[src/rtl/simplez_kbd_fifo_pkg.sv]
// Shared definitions for the Simplez buffered keyboard responder:
// bus addresses, access classification and the status word layout.
package simplez_kbd_fifo_pkg;

    localparam logic [8:0] TECLADO_STATUS = 9'd510;
    localparam logic [8:0] TECLADO_DATA   = 9'd511;
    localparam int         KBD_DEPTH_LOG2 = 3;

    typedef enum logic [2:0] {
        ACC_NONE,
        ACC_STAT_RD,
        ACC_STAT_WR,
        ACC_DATA_RD,
        ACC_DATA_WR
    } acc_e;

    // Classify one bus cycle; anything not addressed to us is ACC_NONE.
    function automatic acc_e decode_acc(input logic en, input logic rw,
                                        input logic is_stat, input logic is_data);
        acc_e a;
        a = ACC_NONE;
        if (en && is_stat) a = rw ? ACC_STAT_RD : ACC_STAT_WR;
        else if (en && is_data) a = rw ? ACC_DATA_RD : ACC_DATA_WR;
        return a;
    endfunction

    // bit0 = data available, bit1 = full, bit2 = sticky overflow.
    function automatic logic [11:0] status_word(input logic ovf, input logic full,
                                                input logic avail);
        return {9'b0, ovf, full, avail};
    endfunction

endpackage

[src/rtl/simplez_fifo_sync.sv]
// Single-clock FIFO with registered pointers and fill counter.
// A push into a full FIFO is accepted only when a real pop happens on
// the same edge; a pop on an empty FIFO is void.
module simplez_fifo_sync #(
    parameter int DW = 8,
    parameter int AW = 3
) (
    input  logic          clk,
    input  logic          rstn,
    input  logic          i_push,
    input  logic [DW-1:0] i_wdata,
    input  logic          i_pop,
    output logic [DW-1:0] o_rdata,
    output logic          o_full,
    output logic          o_empty,
    output logic [AW:0]   o_count,
    output logic          o_popped,
    output logic          o_drop
);

    localparam logic [AW-1:0] PTR_ONE  = {{(AW-1){1'b0}}, 1'b1};
    localparam logic [AW:0]   CNT_ONE  = {{AW{1'b0}}, 1'b1};
    localparam logic [AW:0]   CNT_FULL = {1'b1, {AW{1'b0}}};

    logic [DW-1:0] r_mem [0:(2**AW)-1];
    logic [AW-1:0] r_wr_ptr;
    logic [AW-1:0] r_rd_ptr;
    logic [AW:0]   r_count;
    logic          w_pop_ok;
    logic          w_push_ok;

    assign o_full    = (r_count == CNT_FULL);
    assign o_empty   = (r_count == '0);
    assign w_pop_ok  = i_pop & ~o_empty;
    assign w_push_ok = i_push & (~o_full | w_pop_ok);
    assign o_popped  = w_pop_ok;
    assign o_drop    = i_push & ~w_push_ok;
    assign o_rdata   = r_mem[r_rd_ptr];
    assign o_count   = r_count;

    // Storage array: contents are don't-care after reset, so no reset here.
    always_ff @(posedge clk) begin
        if (w_push_ok) r_mem[r_wr_ptr] <= i_wdata;
    end

    // Pointer and fill-level bookkeeping; pointers wrap modulo depth.
    always_ff @(posedge clk) begin
        if (!rstn) begin
            r_wr_ptr <= '0;
            r_rd_ptr <= '0;
            r_count  <= '0;
        end else begin
            if (w_push_ok) r_wr_ptr <= r_wr_ptr + PTR_ONE;
            if (w_pop_ok)  r_rd_ptr <= r_rd_ptr + PTR_ONE;
            case ({w_push_ok, w_pop_ok})
                2'b10:   r_count <= r_count + CNT_ONE;
                2'b01:   r_count <= r_count - CNT_ONE;
                default: r_count <= r_count;
            endcase
        end
    end

endmodule

[src/rtl/simplez_kbd_fifo.sv]
// Buffered keyboard responder on the Simplez data bus. Received UART
// bytes queue in a FIFO; the CPU polls status and pops bytes by reading
// the data address. rdata is registered (one-cycle latency, like genram).
module simplez_kbd_fifo
    import simplez_kbd_fifo_pkg::*;
#(
    parameter logic [8:0] STATUS_ADR = TECLADO_STATUS,
    parameter logic [8:0] DATA_ADR   = TECLADO_DATA,
    parameter int         DEPTH_LOG2 = KBD_DEPTH_LOG2
) (
    input  logic                clk,
    input  logic                rstn,
    input  logic [8:0]          addr,
    input  logic                en,
    input  logic                rw,
    input  logic [11:0]         wdata,
    output logic [11:0]         rdata,
    output logic                hit,
    input  logic                rx_rcv,
    input  logic [7:0]          rx_data,
    output logic [DEPTH_LOG2:0] count
);

    logic        w_is_stat;
    logic        w_is_data;
    acc_e        w_acc;
    logic [7:0]  w_head;
    logic        w_full;
    logic        w_empty;
    logic        w_popped;
    logic        w_drop;
    logic        w_unused;
    logic [11:0] r_rdata;
    logic        r_ovf;

    assign w_is_stat = (addr == STATUS_ADR);
    assign w_is_data = (addr == DATA_ADR);
    assign hit       = w_is_stat | w_is_data;
    assign w_acc     = decode_acc(en, rw, w_is_stat, w_is_data);
    assign rdata     = r_rdata;
    // A status write clears overflow whatever value is written.
    assign w_unused  = ^wdata;

    simplez_fifo_sync #(
        .DW (8),
        .AW (DEPTH_LOG2)
    ) u_fifo (
        .clk      (clk),
        .rstn     (rstn),
        .i_push   (rx_rcv),
        .i_wdata  (rx_data),
        .i_pop    (w_acc == ACC_DATA_RD),
        .o_rdata  (w_head),
        .o_full   (w_full),
        .o_empty  (w_empty),
        .o_count  (count),
        .o_popped (w_popped),
        .o_drop   (w_drop)
    );

    // Read-data register: loads only on read accesses, holds otherwise.
    always_ff @(posedge clk) begin
        if (!rstn) begin
            r_rdata <= '0;
        end else if (w_acc == ACC_STAT_RD) begin
            r_rdata <= status_word(r_ovf, w_full, ~w_empty);
        end else if (w_acc == ACC_DATA_RD) begin
            r_rdata <= w_popped ? {4'b0, w_head} : 12'h000;
        end
    end

    // Sticky overflow: a dropped byte sets it and beats a same-edge clear.
    always_ff @(posedge clk) begin
        if (!rstn)                    r_ovf <= 1'b0;
        else if (w_drop)              r_ovf <= 1'b1;
        else if (w_acc == ACC_STAT_WR) r_ovf <= 1'b0;
    end

endmodule
[config.mk]
export PLATFORM = sky130hd
export DESIGN_NAME = simplez_kbd_fifo
export DESIGN_NICKNAME = d
export VERILOG_FILES = /design/src/rtl/simplez_kbd_fifo_pkg.sv /design/src/rtl/simplez_fifo_sync.sv /design/src/rtl/simplez_kbd_fifo.sv
export SDC_FILE = /design/constraint.sdc
export NUM_CORES = 1
export LEC_CHECK = 0
export ABC_AREA = 1
export ABC_CLOCK_PERIOD_IN_PS = 2900
export CORE_MARGIN = 10
export CORE_UTILIZATION = 45
export DETAILED_ROUTE_END_ITERATION = 8
export GPL_ROUTABILITY_DRIVEN = 0
export PLACE_DENSITY = 0.7
export SETUP_SLACK_MARGIN = 0.1
export SYNTH_ARGS = -nofsm -noshare
export SYNTH_HDL_FRONTEND = slang
export SYNTH_SLANG_ARGS = --single-unit
[constraint.sdc]
create_clock -name clk -period 2.9 [get_ports clk]
set_input_delay 0.435 -clock clk [delete_from_list [all_inputs] [get_ports clk]]
set_output_delay 0.435 -clock clk [all_outputs]
set_load 0.03 [all_outputs]
==> summary.txt <==
Status
  – Run status: finished clean

Synth
  – Top post-synthesis cells by area: edfxtp_1, dfxtp_1, nand2_1, nand3_1, nor2_1
  – Avg Cell Area, Syn: 9.91 um2
  – Commonest cells post-synth: nand2_1, edfxtp_1, nand3_1, nor2_1, dfxtp_1
  – #FFs+latches synth: 86
  – Post-synth EDFFs: 64
  – Netlist Area Pre-Place: 0.00368 mm2
  – Synth area leader: edfxtp_1
  – Cell variety after synth: 29
  – Most common cell in the synthesized netlist: nand2_1
  – Top cell type's share of synthesized area: 0.523
  – Post-synth ARST share: 0
  – Synth Instances: 371
  – Main synth FF type: edfxtp_1
  – Register area share after synthesis: 0.642
  – Ys Warns: 0

Detailed routing
  – Number of vias per cell: 5.13
  – First-pass iteration count of the detailed router: 4
  – Final wirelength: 8260 um
  – DR iter-0 viols: between 100 and 150
  – Wire length per cell: about 16 um
  – Antenna Nets Post-Route: 0
  – DRC: 0
  – Routed vias: 2699

Worst setup path
  – Slowest cell delay on critical path: 510 ps
  – Worst setup SP type: input pin
  – CP arrival: 2670 ps
  – Crit path cell chain: clkdlybuf4s50_1, inv_2, nor2_1, nand2_1, nor2_2, nand2_2, nand2_2, nand2_2, ha_1, xor2_1, ha_1, a21oi_1, xnor2_1, o21ai_1, inv_1
  – Setup crit end kind: register
  – Critical path data required time: 3140 ps
  – Worst-path fanout max: 5
  – Critical path's slowest cell: clkdlybuf4s50_1
  – CP most frequent cell: nand2_2
  – WS Path Type: input pin to register

GRT
  – Total GRT Usage: 0.142
  – Initial antenna violation count: 0
  – Vias in the first global route: 2629
  – First-pass GRT wire length: about 13000 um
  – Gr ovfl total: 0
  – Largest net degree at the start of global routing: 33

STA
  – Final period utilization: 0.836
  – Clock Skews: 8.65 ps
  – Setup_tns: 0 ps
  – Final WS setup: 477 ps
  – Unrepaired setup endpoints after global routing: no
  – Final min period: 2420 ps
  – Highest clock rate: 413 MHz
  – Worst Max-Slew Pin Slew: 547 ps
  – # setup viols final: 0
  – Fin. Hold Viols: 0
  – Worst slew margin: 0.635
  – Slew Viols, Final: 0

CTS
  – Cts bufs inserted: 9
  – Root buffer cell: clkbuf_8
  – CTS tree: built
  – Post-CTS Setup Inserts: 0
  – Clock slew at reported path FFs: approximately 80 ps
  – Clock tree sinks: 86
  – Post-CTS Hold Buffers: 0
  – Worst-Skew Late Latency: 350 ps
  – Clock Path Buffers: 2
  – PostCTS Resize Cnt: 0
  – H-tree Lvls: 3

Layout
  – Layout cells sized above 1: 0.104
  – Reg area: 0.00236 mm2
  – Synth-to-Final Area Change: 19.4%
  – Area of the multi-input gates: 0.00114 mm2
  – Layout fillers: 708
  – Post-route cell area: 0.00439 mm2
  – Final net count: 458
  – Antenna diodes: 0
  – Fin util: 0.559

Power
  – Max VDD drop: slightly below 0.0003 V
  – Pleak: 1.68 nW
  – Pwr per Cell Area: 533 mW/mm2

Place
  – Pre-CTS setup slack: 108 ps
  – Port bufs: 34
  – DPL Wire Length: 5620 um
  – Dpl cell area: roughly 0.0042 mm2

Die
  – Die height: 110 um
  – Initial core utilization: 0.469
  – Ports: 51
  – Std-Cell Rows: 32
  – Die area: 0.0122 mm2
  – DIE WIDTH: roughly 110 um
  – Core area: just under 0.008 mm2

Min path
  – HP Class: register to register

Flow run
  – MaxCap Viol Count: 0
## layout make-up
class,instances,share of cell area
Clock buffer,11,0.0322
Inverter,25,0.0214
Clock inverter,5,0.0137
Sequential cell,86,0.538
Multi-Input combinational cell,247,0.261
Timing Repair Buffer,50,0.105
Tap cell,102,0.0291
## routing by layer
metal | track usage | up-vias | share of wire
li1 | - | 1342 | -
met1 | 0.180 | 1274 | 0.44
met2 | 0.228 | 71 | 0.48
met3 | 0.0267 | 12 | 0.056
met4 | 0.0679 | 0 | 0.018
met5 | 0 | - | 0
## path summary, 6_finish.rpt
check	start	end	slack (ps)	cells after the start
max	addr[1]	u_fifo.o_count[2]$_SDFFE_PN0P_	480	15
min	rdata[7]$_SDFFE_PP0N_	rdata[7]$_SDFFE_PP0N_	470	2
max reg2reg	u_fifo.o_count[0]$_SDFFE_PN0P_	u_fifo.o_count[2]$_SDFFE_PN0P_	680	11
min reg2reg	rdata[7]$_SDFFE_PP0N_	rdata[7]$_SDFFE_PP0N_	470	2
## worst max-delay path, delay by kind of cell
family | cells | cell delay, ps
adders and majority gates | 2 | 450
buffers and inverters | 3 | 590
AOI/OAI and AO/OA | 2 | 170
xor gates and xnor gates | 2 | 380
and+or+nand+nor | 6 | 650
## stage by stage
stage	instances	hold WS, ps	total power, mW
floorplan	374	450	1.46
global placement	510	452	1.53
detailed placement	510	455	1.54
CTS	526	467	2.35
global route	526	507	2.43
finish	526	467	2.34
## cells by family after synthesis
logic type | count (synthesis) | share of synthesized area
AO/OA/AOI/OAI | 35 | 0.0500
XOR/XNOR | 4 | 0.00953
adder cells (fa/ha/maj) | 5 | 0.0170
buffers and inverters | 41 | 0.0493
flip-flops | 86 | 0.642
other | 1 | 0.00102
AND/OR/NAND/NOR | 199 | 0.231
## where the power goes
part           switching [mW]  leakage (nW)  internal, mW
Combinational          0.0867         0.821        0.0596
Sequential             0.0139         0.760          1.35
Clock                   0.409        0.0995         0.423
Total                   0.509          1.68          1.83
## flip-flops by register name, summed over array words and instances (netlist names), named ones only
name             flops
r_ovf                1
rdata                8
u_fifo.o_count       4
u_fifo.r_mem        64
u_fifo.r_rd_ptr      3
u_fifo.r_wr_ptr      3
## cell usage in the layout, fill, tap and decap left out, types with 5 or more instances in the layout
cell / Yosys / layout
clkdlybuf4s50_1: 0 / 34
dfxtp_1: 22 / 22
nand2_1: 106 / 106
clkbuf_8: 0 / 10
buf_4: 4 / 16
o21ai_0: 10 / 10
inv_2: 6 / 6
edfxtp_1: 64 / 64
ha_1: 5 / 5
a21oi_1: 18 / 18
nand3_1: 42 / 42
nor2_1: 34 / 34
inv_1: 18 / 18
nand4_1: 5 / 5
No activity file was read; power rests on OpenSTA's default activity.
